==> src/rtl/mips_gpio_port.sv <==
// mips_gpio_port: register-mapped GPIO for the multicycle MIPS data bus.
//   addr 0 OUT (rw, drives GPIO_o), 1 IN (ro, filtered pins),
//   addr 2 EDGE (sticky rising-edge flags, write-1-to-clear), 3 MASK (irq enables).
// Optional feature: define MIPS_GPIO_DEBOUNCE_EN to build the tick-sampled
// debouncer in front of IN (DebounceCycles sets the tick period).

// Per-pin front end: synchroniser chain, IN flop and rise detect.
// The IN flop is the last synchroniser stage, so a pin reaches IN after
// SyncStages edges and the edge flag fires on the same edge.
module mips_gpio_pin #(
  parameter int SyncStages = 2
) (
  input  logic clk,
  input  logic reset,
`ifdef MIPS_GPIO_DEBOUNCE_EN
  input  logic tick,
`endif
  input  logic pin,
  output logic in_q,
  output logic rise
);
  localparam int SW = SyncStages - 1;

  logic [SW-1:0] sync_r;
  logic          sync;
  logic          in_nxt;

  assign sync = sync_r[SW-1];

  // synchroniser shift chain, clears on reset so no edge is seen from reset
  always_ff @(posedge clk or negedge reset)
    if (!reset) sync_r <= '0;
    else        sync_r <= SW'({sync_r, pin});

`ifdef MIPS_GPIO_DEBOUNCE_EN
  logic hist_q;

  // previous tick sample of the synchronised pin
  always_ff @(posedge clk or negedge reset)
    if (!reset)    hist_q <= 1'b0;
    else if (tick) hist_q <= sync;

  // accept a new level only when two consecutive tick samples agree
  always_comb begin
    in_nxt = in_q;
    if (tick && (sync == hist_q) && (sync != in_q)) in_nxt = sync;
  end
`else
  assign in_nxt = sync;
`endif

  // filtered pin state
  always_ff @(posedge clk or negedge reset)
    if (!reset) in_q <= 1'b0;
    else        in_q <= in_nxt;

  assign rise = in_nxt & ~in_q;
endmodule

module mips_gpio_port #(
  parameter int DataWidth      = 32,
  parameter int GpioWidth      = 8,
  parameter int SyncStages     = 2,
  parameter int DebounceCycles = 50000
) (
  input  logic                 clk,
  input  logic                 reset,
  input  logic                 sel,
  input  logic                 we,
  input  logic [1:0]           addr,
  input  logic [DataWidth-1:0] wdata,
  output logic [DataWidth-1:0] rdata,
  output logic                 rvalid,
  input  logic [GpioWidth-1:0] GPIO_i,
  output logic [GpioWidth-1:0] GPIO_o,
  output logic                 irq
);
  localparam logic [1:0] A_OUT = 2'd0, A_IN = 2'd1, A_EDGE = 2'd2, A_MASK = 2'd3;

  logic [GpioWidth-1:0] out_q, mask_q, edge_q, edge_d, in_q, rise, w1c, rd_mux, wd;
  logic                 wr, rd;

  assign wr = sel & we;
  assign rd = sel & ~we;
  assign wd = wdata[GpioWidth-1:0];

  if (DataWidth > GpioWidth) begin : g_wd_hi
    logic unused_wdata;
    assign unused_wdata = ^wdata[DataWidth-1:GpioWidth];
  end

`ifdef MIPS_GPIO_DEBOUNCE_EN
  localparam int CW = (DebounceCycles > 1) ? $clog2(DebounceCycles) : 1;
  logic [CW-1:0] pre_q;
  logic          tick;

  assign tick = (pre_q == CW'(DebounceCycles - 1));

  // shared prescaler, wraps at terminal count
  always_ff @(posedge clk or negedge reset)
    if (!reset)    pre_q <= '0;
    else if (tick) pre_q <= '0;
    else           pre_q <= pre_q + 1'b1;

  mips_gpio_pin #(.SyncStages(SyncStages)) u_pin [GpioWidth-1:0] (
    .clk(clk), .reset(reset), .tick(tick), .pin(GPIO_i), .in_q(in_q), .rise(rise));
`else
  mips_gpio_pin #(.SyncStages(SyncStages)) u_pin [GpioWidth-1:0] (
    .clk(clk), .reset(reset), .pin(GPIO_i), .in_q(in_q), .rise(rise));
`endif

  // a fresh rise on the same edge as a W1C keeps the flag set
  assign w1c    = (wr && addr == A_EDGE) ? wd : '0;
  assign edge_d = (edge_q & ~w1c) | rise;

  // read mux over current register contents
  always_comb begin
    rd_mux = '0;
    case (addr)
      A_OUT:  rd_mux = out_q;
      A_IN:   rd_mux = in_q;
      A_EDGE: rd_mux = edge_q;
      A_MASK: rd_mux = mask_q;
      default: rd_mux = '0;
    endcase
  end

  // control registers and edge flags
  always_ff @(posedge clk or negedge reset)
    if (!reset) begin
      out_q  <= '0;
      mask_q <= '0;
      edge_q <= '0;
    end else begin
      edge_q <= edge_d;
      if (wr && addr == A_OUT)  out_q  <= wd;
      if (wr && addr == A_MASK) mask_q <= wd;
    end

  // registered read port: rdata holds, rvalid pulses one cycle per read
  always_ff @(posedge clk or negedge reset)
    if (!reset) begin
      rdata  <= '0;
      rvalid <= 1'b0;
    end else begin
      rvalid <= rd;
      if (rd) rdata <= DataWidth'(rd_mux);
    end

  // interrupt, one edge behind EDGE/MASK
  always_ff @(posedge clk or negedge reset)
    if (!reset) irq <= 1'b0;
    else        irq <= |(edge_q & mask_q);

  assign GPIO_o = out_q;
endmodule

==> config.mk <==
export PLATFORM = sky130hd
export DESIGN_NAME = mips_gpio_port
export DESIGN_NICKNAME = d
export VERILOG_FILES = /design/src/rtl/mips_gpio_port.sv
export SDC_FILE = /design/constraint.sdc
export NUM_CORES = 1
export LEC_CHECK = 0
export CAP_MARGIN = 40
export CORE_MARGIN = 2
export CORE_UTILIZATION = 26
export CTS_CLUSTER_DIAMETER = 150
export CTS_CLUSTER_SIZE = 16
export DETAILED_ROUTE_END_ITERATION = 8
export DONT_BUFFER_PORTS = 1
export GPL_ROUTABILITY_DRIVEN = 1
export PLACE_DENSITY = 0.39
export SLEW_MARGIN = 10
export SYNTH_ARGS = -nofsm -noshare
export SYNTH_HDL_FRONTEND = slang
export SYNTH_HIERARCHICAL = 1
export SYNTH_SLANG_ARGS = --single-unit
==> constraint.sdc <==
create_clock -name clk -period 1.7 [get_ports clk]
set_input_delay 0.34 -clock clk [delete_from_list [all_inputs] [get_ports clk]]
set_output_delay 0.34 -clock clk [all_outputs]
set_load 0.05 [all_outputs]
=== Yosys cells after proc, flatten, opt, wreduce, memory -nomap -nowiden ===
Index checks and enable logic that the tools add are counted.

* Bits in registers: 50
* Logic and storage cells: 55

* Eq/ne operators: 3
* Multiplexer cells: 2
* Bitwise gates (word level): 23
* Reduce and logical (&&, ||, !) cells: 5

{| class="wikitable"
|+ Operators with widths
! cell !! number
|-
| $pmux W8 S4 || 1
|-
| $and A8 B8 Y8 || 2
|-
| $and A1 B1 Y1 || 10
|-
| $not A1 Y1 || 9
|-
| $mux W8 || 1
|-
| $not A8 Y8 || 1
|-
| $or A8 B8 Y8 || 1
|-
| $reduce_or A8 Y1 || 1
|-
| $eq A2 B2 Y1 const B || 2
|-
| $logic_and A1 B1 Y1 || 3
|-
| $eq A2 B1 Y1 const B || 1
|-
| $logic_not A2 Y1 || 1
|}

=== Logic depth before layout (Yosys ltp) ===
* Depth in word-level cells: 6
* Mapped depth: 4
* Mapped depth without buffers: 3

=== Hierarchy ===
The synthesis kept the hierarchy.

{| class="wikitable"
|+ Modules (own cells, without submodules)
! module !! times used !! cells each !! area an instance (um^2) !! sequential area each (um^2)
|-
| mips_gpio_port || 1 || 129 || 1,735.4 || 850.8
|-
| mips_gpio_pin || 8 || 3 || 63.8 || 50.0
|}

=== Worst setup path before layout ===
OpenSTA, ideal clock, no wires.

* Path type: register -> register
* Start: register out_q[0], in the netlist GPIO_o[0]
* End: register rdata[0]
* Data arrival time: 1.306 ns
* Data required time: 1.575 ns
* Setup slack: 0.269 ns
* Stages on the path, launching flop included: 3
* Buffers on the path: 0
* Period minus slack after synthesis: 1.431 ns
* Cells stage by stage: dfrtp_1 mux4_2 mux2_4

* Longest elaborated chain between the ends: 1

{| class="wikitable"
|+ Ends and longest elaborated chain
! item !! RTL line !! text
|-
| start: declaration || 80 || <nowiki>logic [GpioWidth-1:0] out_q, mask_q, edge_q, edge_d, in_q, rise, w1c, rd_mux, wd;</nowiki>
|-
| start signal: assignment || 136 || <nowiki>if (wr && addr == A_OUT) out_q <= wd;</nowiki>
|-
| $pmux W8 S4 || 119 || <nowiki>case (addr)</nowiki>
|-
| end signal: assignment || 147 || <nowiki>if (rd) rdata <= DataWidth'(rd_mux);</nowiki>
|-
| end: declaration || 72 || <nowiki>output logic [DataWidth-1:0] rdata,</nowiki>
|}

No other way between the ends.
A chain may end at the register's enable or synchronous reset.

=== Worst setup path after layout ===
* Start: register rdata[2]
* End: output rdata[2]

No word-level cell between the ends.

==> results.sh <==
export IMPL_status="finished, final reports clean"
export IMPL_path_max_fanout=2
export IMPL_insertion_delay_ns=0.30
export IMPL_die_x_um=96.94
export IMPL_crit_required_ns=1.36
export IMPL_grt_pass1_vias=1214
export IMPL_clock_root_buffer="clkbuf_8"
export IMPL_grt_pass1_wl_mm=6.810
export IMPL_cts_buffer_depth=2
export IMPL_io_buffer_count=0
export IMPL_hpwl_mm=3.006
export IMPL_grt_start_max_net_pins=51
export IMPL_grt_ovfl_total=0
export IMPL_drc_errors=0
export IMPL_cts_buffers=5
export IMPL_syn_area_per_cell_sq_um=14.68
export IMPL_hold_class="primary input to flop"
export IMPL_place_area_sq_mm=0.002320
export IMPL_crit_type="flop to primary output"
export IMPL_core_sq_mm=0.008299
export IMPL_finalNetCount=211
export IMPL_wl_met2_mm=2.202
export IMPL_start_kind="flop"
export IMPL_antenna_left=0
export IMPL_report_final_hold_viol_count=0
export IMPL_final_cell_mix="50 x dfrtp_1, 24 x conb_1, 16 x mux2_2"
export IMPL_die_h_um=96.94
export IMPL_seq_area_sq_mm=0.001251
export IMPL_wl_met1_mm=1.684
export IMPL_dr_pass1_iters=4
export IMPL_ir_drop_mv=0.3055
export IMPL_vias=1153
export IMPL_start_util=0.2706
export IMPL_routedWlPerCell_um=15.69
export IMPL_p_leak_nw=1.072
export IMPL_finalSetupTns_ns=0
export IMPL_maxCapViolations=0
export IMPL_fillers=822
export IMPL_yosys_warnings=6
export IMPL_crit_arrival_ns=0.96
export IMPL_cts_tree="built"
export IMPL_totalWireLength_mm=4.251
export IMPL_area_growth_pct=9.805
export IMPL_worst_clock_skew_ns=0.007057
export IMPL_finalInstanceArea_sq_mm=0.002466
export IMPL_dr_max_layer_used="met4"
export IMPL_multi_input_area_sq_um=839.6
export IMPL_routed_via_density=4.255
export IMPL_rows=33
export IMPL_cts_sinks=50
export IMPL_cts_clk_slew_worst_paths_ns=0.09
export IMPL_ys_seq_elements=50
export IMPL_ys_types=18
export IMPL_dieArea_sq_mm=0.009397
export IMPL_cts_resized=0
export IMPL_yosysSeqAreaShare=0.5571
export IMPL_rsz0062_at_grt="false"
export IMPL_layout_drive_gt1_share=0.3675
export IMPL_p_per_area_mw_per_mm2=1287
export IMPL_wl_met3_um=277
export IMPL_timing_final_crit_period_ns=1.299
export IMPL_finalSetupViolations=0
export IMPL_synth_area_sq_mm=0.002246
export IMPL_slew_viol_final=0
export IMPL_syn_inst=153
export IMPL_gp_congestion=0.7246
export IMPL_h_tree_depth=2
export IMPL_fmaxAchievable_mhz=770.0
export IMPL_antenna_cells=0
export IMPL_drt_iter0_drc=20
export IMPL_antenna_found_initial=0
export IMPL_layout_commonest_cell="dfrtp_1"
export IMPL_period_share=0.7639
export IMPL_io_pins=88
export IMPL_worstSetupEndpointType="primary output"
export IMPL_grtUsageTotal=0.09498
## path summary, 6_finish.rpt
path,endpoint,cells after the start,startpoint,slack [ns]
setup reg to reg,rdata[5],2,u_pin[5]/in_q,0.43
min in group asynchronous,rdata[6],2,reset,0.53
setup / recovery,rdata[2],0,rdata[2],0.40
hold / removal,u_pin[4]/in_nxt,0,GPIO_i[4],0.06
hold reg to reg,u_pin[5]/in_q,0,u_pin[5]/in_nxt,0.38
max in group asynchronous,rdata[5],2,reset,0.93
## through the flow
step           setup slack (ns)  instances  hold WS, ns  utilization  power, mW
2_1_floorplan            0.2695        176      0.04441            -      2.262
3_3_place_gp             0.3522        261      0.04562       0.2795      2.346
3_5_place_dp             0.3317        261      0.04559       0.2795      2.359
4_1_cts                  0.3825        271      0.04408       0.2972      3.224
5_1_grt                  0.3569        271      0.02936       0.2972      3.325
6_report                 0.4014        271      0.05608       0.2972      3.173
## power breakdown
group          switching [mW]  internal, mW
logic                   0.397         0.287
registers               0.317          1.35
clock network           0.384         0.433
total                    1.10          2.07
## cell families (layout without fill, tap and decap cells)
kind of cell / after synthesis / count (layout) / share of synthesized area
DFF: 50 / 50 / 0.5571
muxes: 32 / 32 / 0.2139
buffers and inverters: 37 / 27 / 0.1075
AOI/OAI and AO/OA: 12 / 12 / 0.03566
other: 1 / 24 / 0.001670
and+or+nand+nor: 21 / 21 / 0.08413
## metal layers
layer | GRT usage | vias up
met4 | 0.03900 | 0
li1 | - | 507
met1 | 0.1034 | 596
met2 | 0.1640 | 45
met3 | 0.03829 | 5
met5 | 0 | -
## state kept, by name, indices dropped and copies added (netlist names)
| signal | flops |
|---|---|
| irq | 1 |
| edge_q | 8 |
| u_pin/in_q | 8 |
| GPIO_o | 8 |
| mask_q | 8 |
| rdata | 8 |
| u_pin/in_nxt | 8 |
| rvalid | 1 |
## cell type report
| class | count | area share |
|---|---|---|
| Clock inverter | 3 | 0.01624 |
| Timing Repair Buffer | 11 | 0.04262 |
| Tap cell | 105 | 0.05327 |
| Sequential cell | 50 | 0.5074 |
| Inverter | 8 | 0.01218 |
| Multi-Input combinational cell | 89 | 0.3404 |
| Clock buffer | 5 | 0.02790 |
## synthesized netlist by cell type
cell type / n / area [sq um]
a22oi_1: 4 / 30.03
a31oi_1: 8 / 50.05
and4b_2: 1 / 11.26
and4bb_2: 1 / 12.51
buf_2: 4 / 20.02
buf_4: 24 / 180.2
buf_6: 1 / 11.26
conb_1: 1 / 3.750
dfrtp_1: 50 / 1251
inv_1: 8 / 30.03
mux2_2: 16 / 180.2
mux2_4: 8 / 120.1
mux4_2: 8 / 180.2
nand4_1: 1 / 6.260
nand4_2: 1 / 12.51
nor2_1: 8 / 30.03
nor2b_1: 1 / 6.260
nor2b_4: 8 / 110.1
## repair_timing
| item | CTS | global route |
|---|---|---|
| endpoints found under the hold margin | 50 | 0 |
| buffers inserted | 0 | 0 |
| hold buffers | 2 | 0 |
| setup endpoints to repair | 0 | 0 |
No activity file was read; power rests on OpenSTA's default activity.
